<file path="src/rtl/cmos_beat_packer.sv">
// Packs RATIO consecutive IN_W-bit CMOS beats into one wide word, with padded
// flush of trailing partial words, start-of-frame / end-of-line markers and line length.
module cmos_beat_packer #(
    parameter int              IN_W      = 8,
    parameter int              RATIO     = 2,
    parameter int              MSB_FIRST = 1,
    parameter logic [IN_W-1:0] PAD_VALUE = '0,
    parameter int              LEN_W     = 12
) (
    input  logic                  pclk,
    input  logic                  rst,
    input  logic [IN_W-1:0]       pdata_i,
    input  logic                  de_i,
    input  logic                  fe_i,
    output logic [IN_W*RATIO-1:0] pdata_o,
    output logic                  de_o,
    output logic                  pad_o,
    output logic                  sof_o,
    output logic                  eol_o,
    output logic [LEN_W-1:0]      line_len_o,
    output logic                  cmos_vsync,
    output logic                  cmos_href
);

    localparam int OUT_W = IN_W * RATIO;
    localparam int IDX_W = (RATIO > 1) ? $clog2(RATIO) : 1;

    // Bit-slice position (in units of IN_W) occupied by beat k of a word.
    function automatic int slotOf(input int k);
        return (MSB_FIRST != 0) ? (RATIO - 1 - k) : k;
    endfunction

    logic [IDX_W-1:0] idx_q, idx_d, beatIdx;
    logic [OUT_W-1:0] acc_q, acc_d, word;
    logic [OUT_W-1:0] pdata_q, pdata_d;
    logic [LEN_W-1:0] cnt_q, cnt_d, lineLen_q, lineLen_d;
    logic             de_q, de_d, pad_q, pad_d, sof_q, sof_d, eol_q, eol_d;
    logic             sofPend_q, sofPend_d, vsync_q, href_q;
    logic             feRise, abortLine, lastBeat, fullWord, flushWord;

    always_comb begin
        feRise    = fe_i & ~vsync_q;
        // A new frame starting mid-word throws the partial word away; this beat is beat 0.
        abortLine = feRise & de_i & (idx_q != '0);
        beatIdx   = abortLine ? '0 : idx_q;
        lastBeat  = (beatIdx == IDX_W'(RATIO - 1));
        fullWord  = de_i & lastBeat;
        flushWord = ~de_i & (idx_q != '0);

        acc_d = acc_q;
        word  = '0;
        for (int k = 0; k < RATIO; k++) begin
            if (de_i && (k == int'(beatIdx)))
                acc_d[slotOf(k)*IN_W +: IN_W] = pdata_i;
        end
        for (int k = 0; k < RATIO; k++) begin
            if (fullWord)
                word[slotOf(k)*IN_W +: IN_W] = acc_d[slotOf(k)*IN_W +: IN_W];
            else if (k < int'(idx_q))
                word[slotOf(k)*IN_W +: IN_W] = acc_q[slotOf(k)*IN_W +: IN_W];
            else
                word[slotOf(k)*IN_W +: IN_W] = PAD_VALUE;
        end

        if (!de_i)
            idx_d = '0;
        else if (lastBeat)
            idx_d = '0;
        else
            idx_d = beatIdx + IDX_W'(1);
    end

    always_comb begin
        de_d    = fullWord | flushWord;
        pad_d   = flushWord;
        pdata_d = de_d ? word : '0;
        eol_d   = href_q & ~de_i;

        // A flushed word belongs to the old frame, so a coincident frame start waits for the next word.
        if (fullWord) begin
            sof_d     = sofPend_q | feRise;
            sofPend_d = 1'b0;
        end else if (flushWord) begin
            sof_d     = sofPend_q;
            sofPend_d = feRise;
        end else begin
            sof_d     = 1'b0;
            sofPend_d = sofPend_q | feRise;
        end

        lineLen_d = lineLen_q;
        cnt_d     = cnt_q;
        if (abortLine)
            cnt_d = LEN_W'(1);
        else if (de_i) begin
            if (cnt_q != '1)
                cnt_d = cnt_q + LEN_W'(1);
        end else if (eol_d) begin
            lineLen_d = cnt_q;
            cnt_d     = '0;
        end
    end

    always_ff @(posedge pclk or posedge rst) begin
        if (rst) begin
            idx_q     <= '0;
            acc_q     <= '0;
            cnt_q     <= '0;
            sofPend_q <= 1'b0;
            pdata_q   <= '0;
            de_q      <= 1'b0;
            pad_q     <= 1'b0;
            sof_q     <= 1'b0;
            eol_q     <= 1'b0;
            lineLen_q <= '0;
            vsync_q   <= 1'b0;
            href_q    <= 1'b0;
        end else begin
            idx_q     <= idx_d;
            acc_q     <= acc_d;
            cnt_q     <= cnt_d;
            sofPend_q <= sofPend_d;
            pdata_q   <= pdata_d;
            de_q      <= de_d;
            pad_q     <= pad_d;
            sof_q     <= sof_d;
            eol_q     <= eol_d;
            lineLen_q <= lineLen_d;
            vsync_q   <= fe_i;
            href_q    <= de_i;
        end
    end

    assign pdata_o    = pdata_q;
    assign de_o       = de_q;
    assign pad_o      = pad_q;
    assign sof_o      = sof_q;
    assign eol_o      = eol_q;
    assign line_len_o = lineLen_q;
    assign cmos_vsync = vsync_q;
    assign cmos_href  = href_q;

endmodule

</file>
<file path="config.mk">
export PLATFORM = sky130hd
export DESIGN_NAME = cmos_beat_packer
export DESIGN_NICKNAME = d
export VERILOG_FILES = /design/src/rtl/cmos_beat_packer.sv
export SDC_FILE = /design/constraint.sdc
export NUM_CORES = 1
export LEC_CHECK = 0
export BUFFER_PORTS_ARGS = -buffer_cell sky130_fd_sc_hd__buf_2
export CAP_MARGIN = 30
export CELL_PAD_IN_SITES_DETAIL_PLACEMENT = 1
export CELL_PAD_IN_SITES_GLOBAL_PLACEMENT = 2
export CORE_MARGIN = 5
export CORE_UTILIZATION = 38
export DETAILED_ROUTE_END_ITERATION = 10
export HOLD_SLACK_MARGIN = 0.15
export PLACE_DENSITY = 0.79
export SLEW_MARGIN = 20
export SYNTH_ARGS = -nofsm -noshare
export SYNTH_HDL_FRONTEND = slang
export SYNTH_SLANG_ARGS = --single-unit
</file>
<file path="constraint.sdc">
create_clock -name pclk -period 2.3 [get_ports pclk]
set_input_delay 0.345 -clock pclk [delete_from_list [all_inputs] [get_ports pclk]]
set_output_delay 0.345 -clock pclk [all_outputs]
set_load 0.005 [all_outputs]
</file>
==> flow_results.org, run 1 <==
** Synthesis
- Counting flops with a built-in enable in the synthesized netlist gives 0.
- Avg Cell Area, Syn :: 12.2 sq um
- Synthesis produced a netlist with a net count of between 150 and 200.
- For this run, asynchronously set or reset flops after synthesis account for 100%.
- Synth warnings :: 0
- Counting flops and latches in the post-synthesis netlist gives 56.
- Among all flip-flop cells after synthesis, the most frequent one is sky130_fd_sc_hd__dfrtp_1.
- Of the synthesized area, sequential elements account for 61.9%.
- After technology mapping, the gate count stands at 186.
- The mapped netlist covers 2260 sq um.
- The number of different library cells used by synthesis comes to 37.

** Setup path
- The worst setup path is launched from a flop.
- CP peak stage delay :: 460 ps
- Critical path arrival :: between 1500 and 2000 ps
- By startpoint and endpoint, the worst setup path is classified as flop to flop.
- CP required :: ~2500 ps
- Crit-path slowest cell :: sky130_fd_sc_hd__dfrtp_1
- Kind of end point of the critical path :: flop
- Highest net fanout along the worst path :: 7
- Traced cell by cell, the critical path runs through ha_1, nand2_1, o311ai_2, a21oi_1, o21ai_0.

** Detailed routing
- For this block, the initial DRC count from the detailed router was 49.
- 1st-pass router iterations :: 3
- Dividing the detail-routed wire length by the instance count gives 16.4 microns.
- Total Routed Length :: 5.10 mm
- Using the TritonRoute via totals, the vias-per-cell ratio works out to 5.20.
- The detail route stage leaves a number of antenna-violating nets equal to 0.
- Summing over every cut layer, the via total after detailed routing is around 1600.
- Post-route DRC :: 0

** Clock tree
- TritonCTS built the clock tree.
- TritonCTS Buffers :: 5
- Master cell of the clock root buffer :: sky130_fd_sc_hd__clkbuf_8
- Post-CTS setup buffers :: 0
- The later pin in the worst-skew pair is clocked with a latency of 300 ps.
- CTS Buffer Depth :: 2
- After clock tree synthesis, the clock-pin slew on the worst setup and hold paths is 100 ps.
- H-tree lvl count :: 2
- Sinks on Clock Net :: 56

** Power
- Pwr/cell area :: 678 nW/um^2
- Overall power consumption after layout is estimated at between 1.5 and 2 mW.
- IR Drop Worst-Case VDD :: 0.285 mV
- Leak pwr :: between 1 and 1.5 nW

** Flow run
- Max_cap viols :: 0

** Place
- Routability congestion estimate from global placement :: 0.753
- Placed standard-cell area :: 2590 sq um
- Input and output buffers added on the ports amount to 45.
- Detailed placement finished with a half-perimeter wire length of 3.63 mm.
- The number of placed instances, taps included, is approximately 300.

** Final layout
- After routing the design area is 2680 sq um.
- Area growth, synth to finish :: 18.5%
- At the end of the flow the core is filled with cells to 45.8%.
- Excluding fillers, the count of instances in the completed layout stands at 310.
- Fraction of final layout cells with drive strength greater than 1 :: 33.6%
- The number of antenna diodes in the final layout is 0.
- The net count of the finished layout is 248.

** GRT
- The initial antenna violation count was 0.
- Wire length of the first global-routing pass :: 8.77 mm
- GRT Resource Usage Total :: 14.9%
- Entering global routing, the biggest net connects 32 pins.
- Total overflow reported by the global router :: 0
- The via count of the first global-routing pass is 1793.

** STA
- The final number of max-transition violations was 0.
- Final hold violations :: 0
- Setup repair after global routing left no endpoint under its margin.
- For this run, the top clock speed supported by timing is 599 MHz.
- Worst slew slack as a fraction of its limit :: 56.1%
- For the finished layout, the period the worst path requires is 1670 ps.
- # setup viols final :: 0
- Setup total negative slack on the finished layout was measured at 0 ps.
- For the pin with the worst max-slew slack, the measured transition is 658 ps.
- In the finished design, the share of the clock period the worst path needs comes to 72.6%.
- Final clock skew :: 1.50 ps

** Floorplanning
- The initialized floorplan defines 28 standard-cell rows.
- The floorplan step set the die height to 87.2 microns.
- The die covers between 7000 and 8000 sq um.
- In this run the count of I/O pins placed on the die edge is 46.
- In this run the standard cell core region covers between 5000 and 6000 sq um.
- The floorplan step set the die width to 87.2 microns.
- The initial utilization of the core area, before any placement, comes to around two fifths.

** Run status
- Status :: complete, no violations

** Worst hold path
- The path class of the tightest hold or removal check is input port to flop.
==> layout make-up <==
type | count | area (sq um)
clock buffers | 5 | 68.8
clock inverters | 2 | 16.3
fillers | 630 | 3170
inverters | 9 | 33.8
multi-input cells | 114 | 797
flip-flops and latches | 56 | 1400
well taps | 75 | 93.8
repair buffers | 49 | 270
==> repair_timing <==
action / in CTS / in global routing
hold buffers: 1 / 0
gates resized for setup: 0 / 0
endpoints found under the hold margin: 25 / 0
==> per-stage QoR <==
| stage | setup slack, ps | hold slack [ps] |
|---|---|---|
| floorplan | 584 | 376 |
| global placement | 597 | 443 |
| detailed placement | 576 | 455 |
| CTS | 613 | 162 |
| global route | 414 | 160 |
| finish | 630 | 169 |
==> metal layers <==
layer  wire [microns]  part of all wire [%]  global-route usage [%]  up-vias
met2             2570                    50                    25.6       31
met3              290                   5.7                    4.73        5
met1             2170                    43                    17.9      829
li1                 -                     -                       -      748
met4               59                   1.2                    4.18        0
met5                0                     0                       0        -
==> where the power goes <==
| group | leakage (nW) | internal (mW) | switching [mW] |
|---|---|---|---|
| Clock | 0.0406 | 0.213 | 0.327 |
| Sequential | 0.737 | 1.05 | 0.0337 |
| Combinational | 0.599 | 0.0899 | 0.105 |
| Total | 1.38 | 1.35 | 0.466 |
==> cell families after synthesis <==
| family | count (synthesis) | share of synthesized area [%] |
|---|---|---|
| AND/OR/NAND/NOR | 64 | 16.6 |
| buffers and inverters | 16 | 2.87 |
| multiplexers | 17 | 8.40 |
| AO/OA/AOI/OAI | 32 | 9.68 |
| flip-flops | 56 | 61.9 |
| adder cells (fa/ha/maj) | 1 | 0.553 |
==> Yosys cell counts (3+ instances only) <==
| library cell | number | area share [%] |
|---|---|---|
| sky130_fd_sc_hd__a21oi_1 | 9 | 2.0 |
| sky130_fd_sc_hd__and2_1 | 11 | 3.0 |
| sky130_fd_sc_hd__and3_1 | 10 | 2.8 |
| sky130_fd_sc_hd__and4_1 | 3 | 1.2 |
| sky130_fd_sc_hd__buf_2 | 4 | 0.88 |
| sky130_fd_sc_hd__clkbuf_1 | 3 | 0.50 |
| sky130_fd_sc_hd__dfrtp_1 | 56 | 62 |
| sky130_fd_sc_hd__inv_1 | 9 | 1.5 |
| sky130_fd_sc_hd__mux2_2 | 16 | 8.0 |
| sky130_fd_sc_hd__nand2_1 | 14 | 2.3 |
| sky130_fd_sc_hd__nand3_1 | 5 | 1.1 |
| sky130_fd_sc_hd__nor2_1 | 6 | 0.99 |
| sky130_fd_sc_hd__nor3_1 | 5 | 1.1 |
| sky130_fd_sc_hd__o211ai_1 | 3 | 0.99 |
| sky130_fd_sc_hd__o21ai_0 | 6 | 1.3 |
==> cell usage in the layout, fill, tap and decap left out, types with 6 or more instances in the layout <==
cell	n
sky130_fd_sc_hd__mux2_2	16
sky130_fd_sc_hd__and2_1	11
sky130_fd_sc_hd__nand2_1	14
sky130_fd_sc_hd__and3_1	10
sky130_fd_sc_hd__a21oi_1	9
sky130_fd_sc_hd__dfrtp_1	56
sky130_fd_sc_hd__nor2_1	6
sky130_fd_sc_hd__o21ai_0	6
sky130_fd_sc_hd__buf_2	45
sky130_fd_sc_hd__inv_1	8
==> flip-flops by register name, indices dropped and copies added, names as in the netlist <==
name        flops
idx_q           1
cmos_href       1
cmos_vsync      1
sofPend_q       1
cnt_q          12
pad_o           1
line_len_o     12
acc_q           8
sof_o           1
eol_o           1
pdata_o        16
de_o            1
==> critical path, delay by kind of cell (launching register included) <==
family / cells / cell delay [ps]
adders and majority gates: 1 / 240
DFF: 1 / 460
AOI/OAI and AO/OA: 3 / 730
and+or+nand+nor: 1 / 160
==> final timing paths <==
check	from	end	slack [ps]	cells past startpoint
min in group asynchronous	rst	line_len_o[11]	650	3
hold / removal	fe_i	cmos_vsync	170	1
setup / recovery	cnt_q[0]	cnt_q[7]	630	5
hold reg to reg	acc_q[12]	pdata_o[12]	490	1
setup reg to reg	cnt_q[0]	cnt_q[7]	630	5
max in group asynchronous	rst	cmos_vsync	1090	4
Power figures use the tool's default switching activity.
==> run 2: changes to the inputs <==
--- a/config.mk
+++ b/config.mk
@@ -5,15 +5,16 @@
 export SDC_FILE = /design/constraint.sdc
 export NUM_CORES = 1
 export LEC_CHECK = 0
+export ABC_AREA = 1
 export BUFFER_PORTS_ARGS = -buffer_cell sky130_fd_sc_hd__buf_2
 export CAP_MARGIN = 30
 export CELL_PAD_IN_SITES_DETAIL_PLACEMENT = 1
 export CELL_PAD_IN_SITES_GLOBAL_PLACEMENT = 2
 export CORE_MARGIN = 5
-export CORE_UTILIZATION = 38
+export CORE_UTILIZATION = 32
 export DETAILED_ROUTE_END_ITERATION = 10
 export HOLD_SLACK_MARGIN = 0.15
-export PLACE_DENSITY = 0.79
+export PLACE_DENSITY = 0.73
 export SLEW_MARGIN = 20
 export SYNTH_ARGS = -nofsm -noshare
 export SYNTH_HDL_FRONTEND = slang
==> constraint.sdc (replaced) <==
create_clock -name pclk -period 1.7 [get_ports pclk]
set_input_delay 0.255 -clock pclk [delete_from_list [all_inputs] [get_ports pclk]]
set_output_delay 0.255 -clock pclk [all_outputs]
set_load 0.005 [all_outputs]
==> flow_results.org, run 2 <==
** Synthesis
- The net count after synthesis was 269 (+35%).
- Netlist area before placement :: 2310 sq um (+1.9%)
- The share of Yosys cell area claimed by the top area cell type came to 60.7% (-1.2 points).
- The commonest cells after synthesis are sky130_fd_sc_hd__nand2_1, sky130_fd_sc_hd__dfrtp_1, sky130_fd_sc_hd__inv_1, sky130_fd_sc_hd__nor2_1, sky130_fd_sc_hd__o21ai_0.
- Post-synthesis cell type count :: 25 (-32%)
- Fraction of registers with async set or reset after synthesis :: 100% (unchanged)
- The synthesis warning total is 0 (unchanged).
- Count of mapped cells out of synthesis :: 256 (+38%)
- Cell type with the highest aggregate area in the netlist :: sky130_fd_sc_hd__dfrtp_1
- Most common cell in the netlist :: sky130_fd_sc_hd__nand2_1
- Primary FF master, synth :: sky130_fd_sc_hd__dfrtp_1
- The share of synthesized area occupied by flip-flops and latches was 60.7% (-1.2 points).
- EDFF count, synth :: 0 (unchanged)
- Ranked by total cell area, the synthesized netlist is headed by sky130_fd_sc_hd__dfrtp_1, sky130_fd_sc_hd__nand2_1, sky130_fd_sc_hd__inv_1.
- Number of storage elements in the synthesis netlist :: 56 (unchanged)
- Avg Cell Area, Syn :: 9.01 sq um (-26%)

** STA
- After layout, the worst path uses 91.4% of the clock period.
- # setup viols final :: 0 (unchanged)
- Worst slew slack as a fraction of its limit :: 64.1% (+8.0 points)
- Subtracting the final worst setup slack from the clock period gives between 1500 and 2000 ps.
- The setup clock skew after layout is 7.71 ps (+6.20 ps).
- Pins over their slew limit :: 0 (unchanged)
- Final hold violations :: 0 (unchanged)
- Based on the critical path, the design can be clocked at up to 644 MHz.
- Worst slew pin tran :: 537 ps (-121 ps)

** Detailed routing
- The number of nets with antenna violations after detailed routing came to 0 (unchanged).
- Vias per cell :: 4.30 (-17%)
- 1st-pass router iterations :: 4 (+1)
- The via count of the routed design came to 1766 (+9.5%).
- Post-route DRC :: 0 (unchanged)
- Total Routed Length :: 5.27 mm (+3.4%)
- Drt wl/cell :: 12.8 microns (-22%)
- Violation count after the first detailed-route iteration :: 55 (+12%)

** Clock tree
- TritonCTS Buffers :: 5 (unchanged)
- The worst-skew pair later-pin latency is 310 ps (about the same).
- The maximum buffer depth of the clock tree was 2 (unchanged).
- TritonCTS built the clock tree.
- The clock-pin slew on the worst setup and hold paths is 100 ps (about the same).
- Master cell of the clock root buffer :: sky130_fd_sc_hd__clkbuf_8
- Sinks on Clock Net :: 56 (unchanged)
- The H-tree depth is 2 (unchanged).

** Setup path
- Crit-path slowest cell :: sky130_fd_sc_hd__dlygate4sd3_1
- CP peak stage delay :: 520 ps (+60 ps)
- The setup path with the least slack is of type input port to flop.
- Ordered cell list for the critical path :: dlygate4sd3_1, buf_2, nand4_1, nand2_2, nor2_2, nor2_4, nand2_1, o21ai_1
- Critical path arrival :: 1780 ps (-120 ps)
- The largest fanout on the critical path came to 10 (+3).
- The internal reg-to-reg setup slack came to 150 ps (-480 ps).
- Kind of end point of the critical path :: flop
- CP startpoint kind :: input port
- The data required time of the critical path came to 1930 ps (-600 ps).

** GRT
- The initial antenna violation count is 0 (unchanged).
- Pin count of the biggest net entering global routing :: 57 (+78%)
- Wire length of the first global-routing pass :: 9.11 mm (+3.9%)
- Via count of the first global-routing pass :: 1905 (+6.2%)
- GRT Resource Usage Total :: 13.1% (-1.8 points)
- Total overflow reported by the global router :: 0 (unchanged)

** Place
- The half-perimeter wire length after detailed placement is 3.73 mm (+2.7%).
- The global placement routability congestion is 0.857 (+14%).
- The count of port buffers added during placement came to 45 (unchanged).
- Placed standard-cell area :: 2670 sq um (+3.3%)

** Floorplanning
- The boundary pin count is 46 (unchanged).
- Starting utilization of the core area :: 32.3% (-6.4 points)
- The die height is 94.9 microns (+8.9%).
- Area of the die :: 9010 sq um (+19%)
- The standard cell core area is 7140 sq um (+22%).
- Standard-cell row count :: 31 (+11%)
- Horizontal extent of the die :: 94.9 microns (+8.9%)

** Final layout
- The antenna diode count is 0 (unchanged).
- Post-layout net count :: 325 (+31%)
- Top library cells by usage in the layout, fill and taps aside :: sky130_fd_sc_hd__nand2_1, sky130_fd_sc_hd__dfrtp_1, sky130_fd_sc_hd__buf_2
- Fraction of final layout cells with drive strength greater than 1 :: 22.8% (-11 points)
- Most frequent standard cell in the layout excluding fill and tap cells :: sky130_fd_sc_hd__nand2_1
- The number of flip-flops in the largest register was 16 (unchanged).
- Finished Cell Area :: 2860 sq um (+6.5%)
- Relative to the synthesized area, the layout overhead comes to 23.8%.

** Power
- Leak pwr :: 1.50 nW (+8.8%)
- The power density normalized to cell area is 955 nW/um^2 (+41%).
- Power, Total :: 2.73 mW (+50%)
- The peak supply drop was 0.386 mV (+35%).

** Worst hold path
- The worst hold path belongs to the class input port to flop.

** Run status
- Status :: complete, no violations

** Flow run
- Max_cap viols :: 0 (unchanged)
[run 2: cell count changes in the layout (fill, tap and decap cells not counted), sizes merged, moves of 8 or more]
cell / before / now
and3: 10 / 0
a21oi: 10 / 2
inv: 10 / 38
and2: 11 / 0
nand2: 14 / 69
o21ai: 7 / 30
nor2: 6 / 37
mux2: 16 / 0
[run 2: area by class of cell]
type | instances | area, sq um
Clock buffer | 5 | 68.8
Fill cell | 884 | 4280
Inverter | 38 | 150
Tap cell | 99 | 124
Sequential cell | 56 | 1400
Clock inverter | 2 | 60.1
Timing Repair Buffer | 55 | 323
Multi-Input combinational cell | 156 | 728
[run 2: timing repair]
item                                    CTS  global route
endpoints found under the setup margin    0             6
resized for setup                         0             4
hold buffers                              3             1
hold endpoints to repair                 58             1
setup buffers                             0             0
[run 2: final timing paths]
kind                                from             to  depth (start not counted)
max                                 fe_i       cnt_q[0]                          8
min                           pdata_i[7]     pdata_o[7]                          3
max reg2reg                     cnt_q[0]       cnt_q[0]                          8
min reg2reg                line_len_o[1]  line_len_o[1]                          2
max in group asynchronous            rst      cnt_q[10]                          4
min in group asynchronous            rst  line_len_o[2]                          4
[run 2: critical path: cells and delay by family]
family	cells	cell delay, ps
and+or+nand+nor	5	760
buffers and inverters	2	650
AOI/OAI and AO/OA	1	120
[run 2: stage by stage]
stage	setup WS (ps)	util [%]	std cells	hold WS [ps]	TNS [ps]
4_1_cts	47.9	39.7	410	153	0
6_report	146	40.0	411	167	0
2_1_floorplan	73.7	-	256	286	0
3_5_place_dp	137	37.4	400	334	0
3_3_place_gp	217	37.4	400	335	0
5_1_grt	-1.37	40.0	411	162	-1.37
[run 2: where the power goes]
| group | internal (mW) | total (mW) | leakage [nW] | switching, mW |
|---|---|---|---|---|
| registers | 1.41 | 1.46 | 0.746 | 0.0439 |
| logic | 0.102 | 0.261 | 0.688 | 0.159 |
| clock network | 0.580 | 1.01 | 0.0642 | 0.431 |
| total | 2.09 | 2.73 | 1.50 | 0.634 |
[run 2: cells by family (layout without fill, tap and decap cells)]
group / count (synthesis) / after routing / share of synthesized area [%]
AOI/OAI and AO/OA: 35 / 35 / 8.30
xor gates and xnor gates: 1 / 1 / 0.380
adders and majority gates: 1 / 1 / 0.542
buffers and inverters: 44 / 100 / 8.35
DFF: 56 / 56 / 60.7
and+or+nand+nor: 119 / 119 / 21.7
[run 2: per-layer routing]
layer / wire [microns] / vias to the layer above / GRT usage [%]
li1: - / 900 / -
met1: 2410 / 819 / 16.5
met2: 2410 / 39 / 21.1
met3: 355 / 8 / 3.90
met4: 85 / 0 / 5.05
met5: 0 / - / 0
==> run 3: changes to the inputs <==
--- a/config.mk
+++ b/config.mk
@@ -14,7 +14,7 @@
 export CORE_UTILIZATION = 32
 export DETAILED_ROUTE_END_ITERATION = 10
 export HOLD_SLACK_MARGIN = 0.15
-export PLACE_DENSITY = 0.73
+export PLACE_DENSITY = 0.74
 export SLEW_MARGIN = 20
 export SYNTH_ARGS = -nofsm -noshare
 export SYNTH_HDL_FRONTEND = slang
==> flow_results.org, run 3 (synthesis gave the netlist of run 2 again) <==
** Final layout
- Layout Cells excl Fill :: 411 (unchanged)
- Fraction of final layout cells with drive strength greater than 1 :: 22.8% (unchanged)
- The area growth from synthesis to layout is 22.2%.
- The number of nets at the end of the flow came to 324 (-0.31%).
- Top library cells by usage in the layout, fill and taps aside :: sky130_fd_sc_hd__nand2_1, sky130_fd_sc_hd__dfrtp_1, sky130_fd_sc_hd__buf_2
- The area taken by flip-flops and latches came to 1400 sq um (unchanged).
- Multi-input gate area in the final layout :: 726 sq um (-0.34%)
- Fillers :: 903 (+2.1%)
- Flip-flop count of the largest register after layout :: 16 (unchanged)
- Ant. Diodes :: 0 (unchanged)
- The library cell used most frequently in the layout, excluding fill and tap cells, is sky130_fd_sc_hd__nand2_1.

** Clock tree
- Sinks on Clock Net :: 56 (unchanged)
- Clock tree synthesis selected as its root buffer the cell sky130_fd_sc_hd__clkbuf_8.
- CTS tree :: done
- The H-tree depth came to 2 (unchanged).
- Clock transition at path regs :: 100 ps (about the same)
- The total setup buffers inserted after CTS was 0 (unchanged).
- TritonCTS Buffers :: 5 (unchanged)
- Worst skew pair latency :: 310 ps (about the same)
- The maximum buffer depth of the clock tree is 2 (unchanged).

** Flow run
- Max_cap viols :: 0 (unchanged)

** Setup path
- CP startpoint kind :: flop
- Ordered cell list for the critical path :: ha_1, nand2_1, nor2_1, nand3_2, nor2_2, nor2_4, nand2_1, o21ai_0
- The worst setup path is captured at a flop.
- The largest fanout on the critical path was 10 (unchanged).
- The endpoint identified for the worst register-to-register timing path is cnt_q[0].
- Path length in cells of the critical path :: 8 (unchanged)
- The worst setup path is of the flop to flop kind.
- Critical path arrival :: 1700 ps (-80 ps)
- The maximum cell stage delay along the critical path came to 420 ps (-100 ps).
- Crit-path slowest cell :: sky130_fd_sc_hd__dfrtp_1
- The count of buffer and inverter cells on the critical path came to 0 (-2).
- CP required :: 1880 ps (-50 ps)
- Delay-heaviest family, CP :: simple AND/OR/NAND/NOR gates
- The startpoint identified for the worst register-to-register timing path is cnt_q[1].
- By instance count, the cell type seen most on the critical path is sky130_fd_sc_hd__nand2_1.
- Number of cells traversed by the worst register-to-register path :: 8 (unchanged)
- Worst R2R Setup Slack :: 190 ps (+40 ps)

** GRT
- The initial antenna violation count came to 0 (unchanged).
- The total routing usage reported by global routing was 13.1% (-0.020 points).
- The global routing stage identified its most utilized layer as met2.
- The sum of overflow across all layers after global routing is 0 (unchanged).
- Met2 Resource Use GR :: 20.4% (-0.65 points)
- The largest net degree at the start of global routing came to 23 (-60%).
- The routing usage on met1 came to 17.0% (+0.50 points).
- Via count of the first global-routing pass :: 1905 (unchanged)
- The global routing usage on met3 was 4.38% (+0.48 points).
- The first-pass GRT wire length came to 9.14 mm (+0.37%).

** STA
- Setup repair after global routing left no endpoint under its margin.
- Worst slew slack as a fraction of its limit :: 64.5% (+0.37 points)
- Final hold violations :: 0 (unchanged)
- The slew at the pin with the worst max-slew slack was 532 ps (-5.60 ps).
- Fraction of the cycle the final worst path needs :: 88.8% (-2.6 points)
- The total negative slack for setup checks was 0 ps (unchanged).
- The minimum period implied by the final worst setup slack is 1510 ps (-43.6 ps).
- # setup viols final :: 0 (unchanged)
- Pins over their slew limit :: 0 (unchanged)
- Final clock skew :: 5.94 ps (-1.77 ps)
- Highest attainable clock frequency :: 662 MHz (+2.9%)

** Detailed routing
- The number of DRC violations after detailed-routing iteration 0 is 49 (-11%).
- The wire length per cell after detailed routing came to 12.5 microns (-2.4%).
- The total length of routed wires came to 5.14 mm (-2.4%).
- The number of nets with antenna violations after detailed routing came to 0 (unchanged).
- Vias per cell :: 4.38 (+1.9%)
- The number of iterations in the first detailed-routing pass came to 4 (unchanged).
- Post-route DRC :: 0 (unchanged)
- Via count :: 1799 (+1.9%)

** Power
- The peak supply drop was 0.321 mV (-17%).
- Leak pwr :: 1.48 nW (-0.87%)
- Pwr/cell area :: 919 nW/um^2 (-3.8%)

** Floorplanning
- Standard-cell row count :: 31 (unchanged)
- Die Height :: 94.9 microns (unchanged)
- The standard cell core area is 7140 sq um (unchanged).
- The die area was 9010 sq um (unchanged).
- Horizontal extent of the die :: 94.9 microns (unchanged)
- The starting density of the core is 32.3% (unchanged).
- Top Ports :: 46 (unchanged)

** Place
- The global placement routability congestion is 0.792 (-7.5%).
- The half-perimeter wire length after detailed placement came to 3.96 mm (+6.2%).
- The placed instance count was 401 (+0.25%).
- Port buffer count :: 45 (unchanged)

** Worst hold path
- In this run the worst hold path is classified as input port to flop.
- Beginning of the worst hold path :: pdata_i[0]
- For hold timing, the worst endpoint is pdata_o[0].
- WHS Path Cells :: 3 (unchanged)

** Run status
- Status :: complete, no violations
-- run 3: per-layer routing --
| metal | vias to the layer above | wire (microns) |
|---|---|---|
| li1 | 895 | - |
| met2 | 39 | 2340 |
| met1 | 859 | 2380 |
| met4 | 0 | 55 |
| met5 | - | 0 |
| met3 | 6 | 356 |
-- run 3: tightest hold or removal path: cells and delay by family --
family	cells	cell delay, ps
and+or+nand+nor	1	40
buffers and inverters	2	140
-- run 3: worst max path at each step --
stage | slack, ps | end | start
3_5_place_dp | 160 | cnt_q[1] | cnt_q[1]
2_1_floorplan | 70 | acc_q[10] | rst
6_report | 190 | cnt_q[0] | cnt_q[1]
4_1_cts | 120 | cnt_q[6] | cnt_q[1]
3_3_place_gp | 200 | cnt_q[11] | cnt_q[1]
5_1_grt | 40 | cnt_q[5] | cnt_q[1]
-- run 3: repair_timing --
item	CTS	global route
setup endpoints to repair	0	8
resized for setup	0	2
endpoints found under the hold margin	12	0
hold buffers	2	0
-- run 3: cell type report --
cell class	instances	area share, %
clock buffers	6	2.57
clock inverters	2	1.24
inverters	38	5.33
multi-input cells	156	25.7
flip-flops and latches	56	49.7
well taps	99	4.39
repair buffers	54	11.0
-- run 3: through the flow --
step	util, %	area [sq um]	hold slack, ps	power (mW)	worst slack, ps
floorplan	-	2310	286	1.63	73.7
global placement	37.5	2680	227	1.74	200
detailed placement	37.5	2680	234	1.75	156
CTS	39.3	2810	156	2.63	118
global route	39.5	2820	153	2.74	35.8
finish	39.5	2820	165	2.59	190
-- run 3: report_power, final --
part	switching (mW)	internal [mW]	total (mW)	leakage, nW
registers	0.0444	1.41	1.46	0.746
logic	0.159	0.101	0.260	0.684
clock network	0.435	0.438	0.873	0.0552
total	0.638	1.95	2.59	1.48
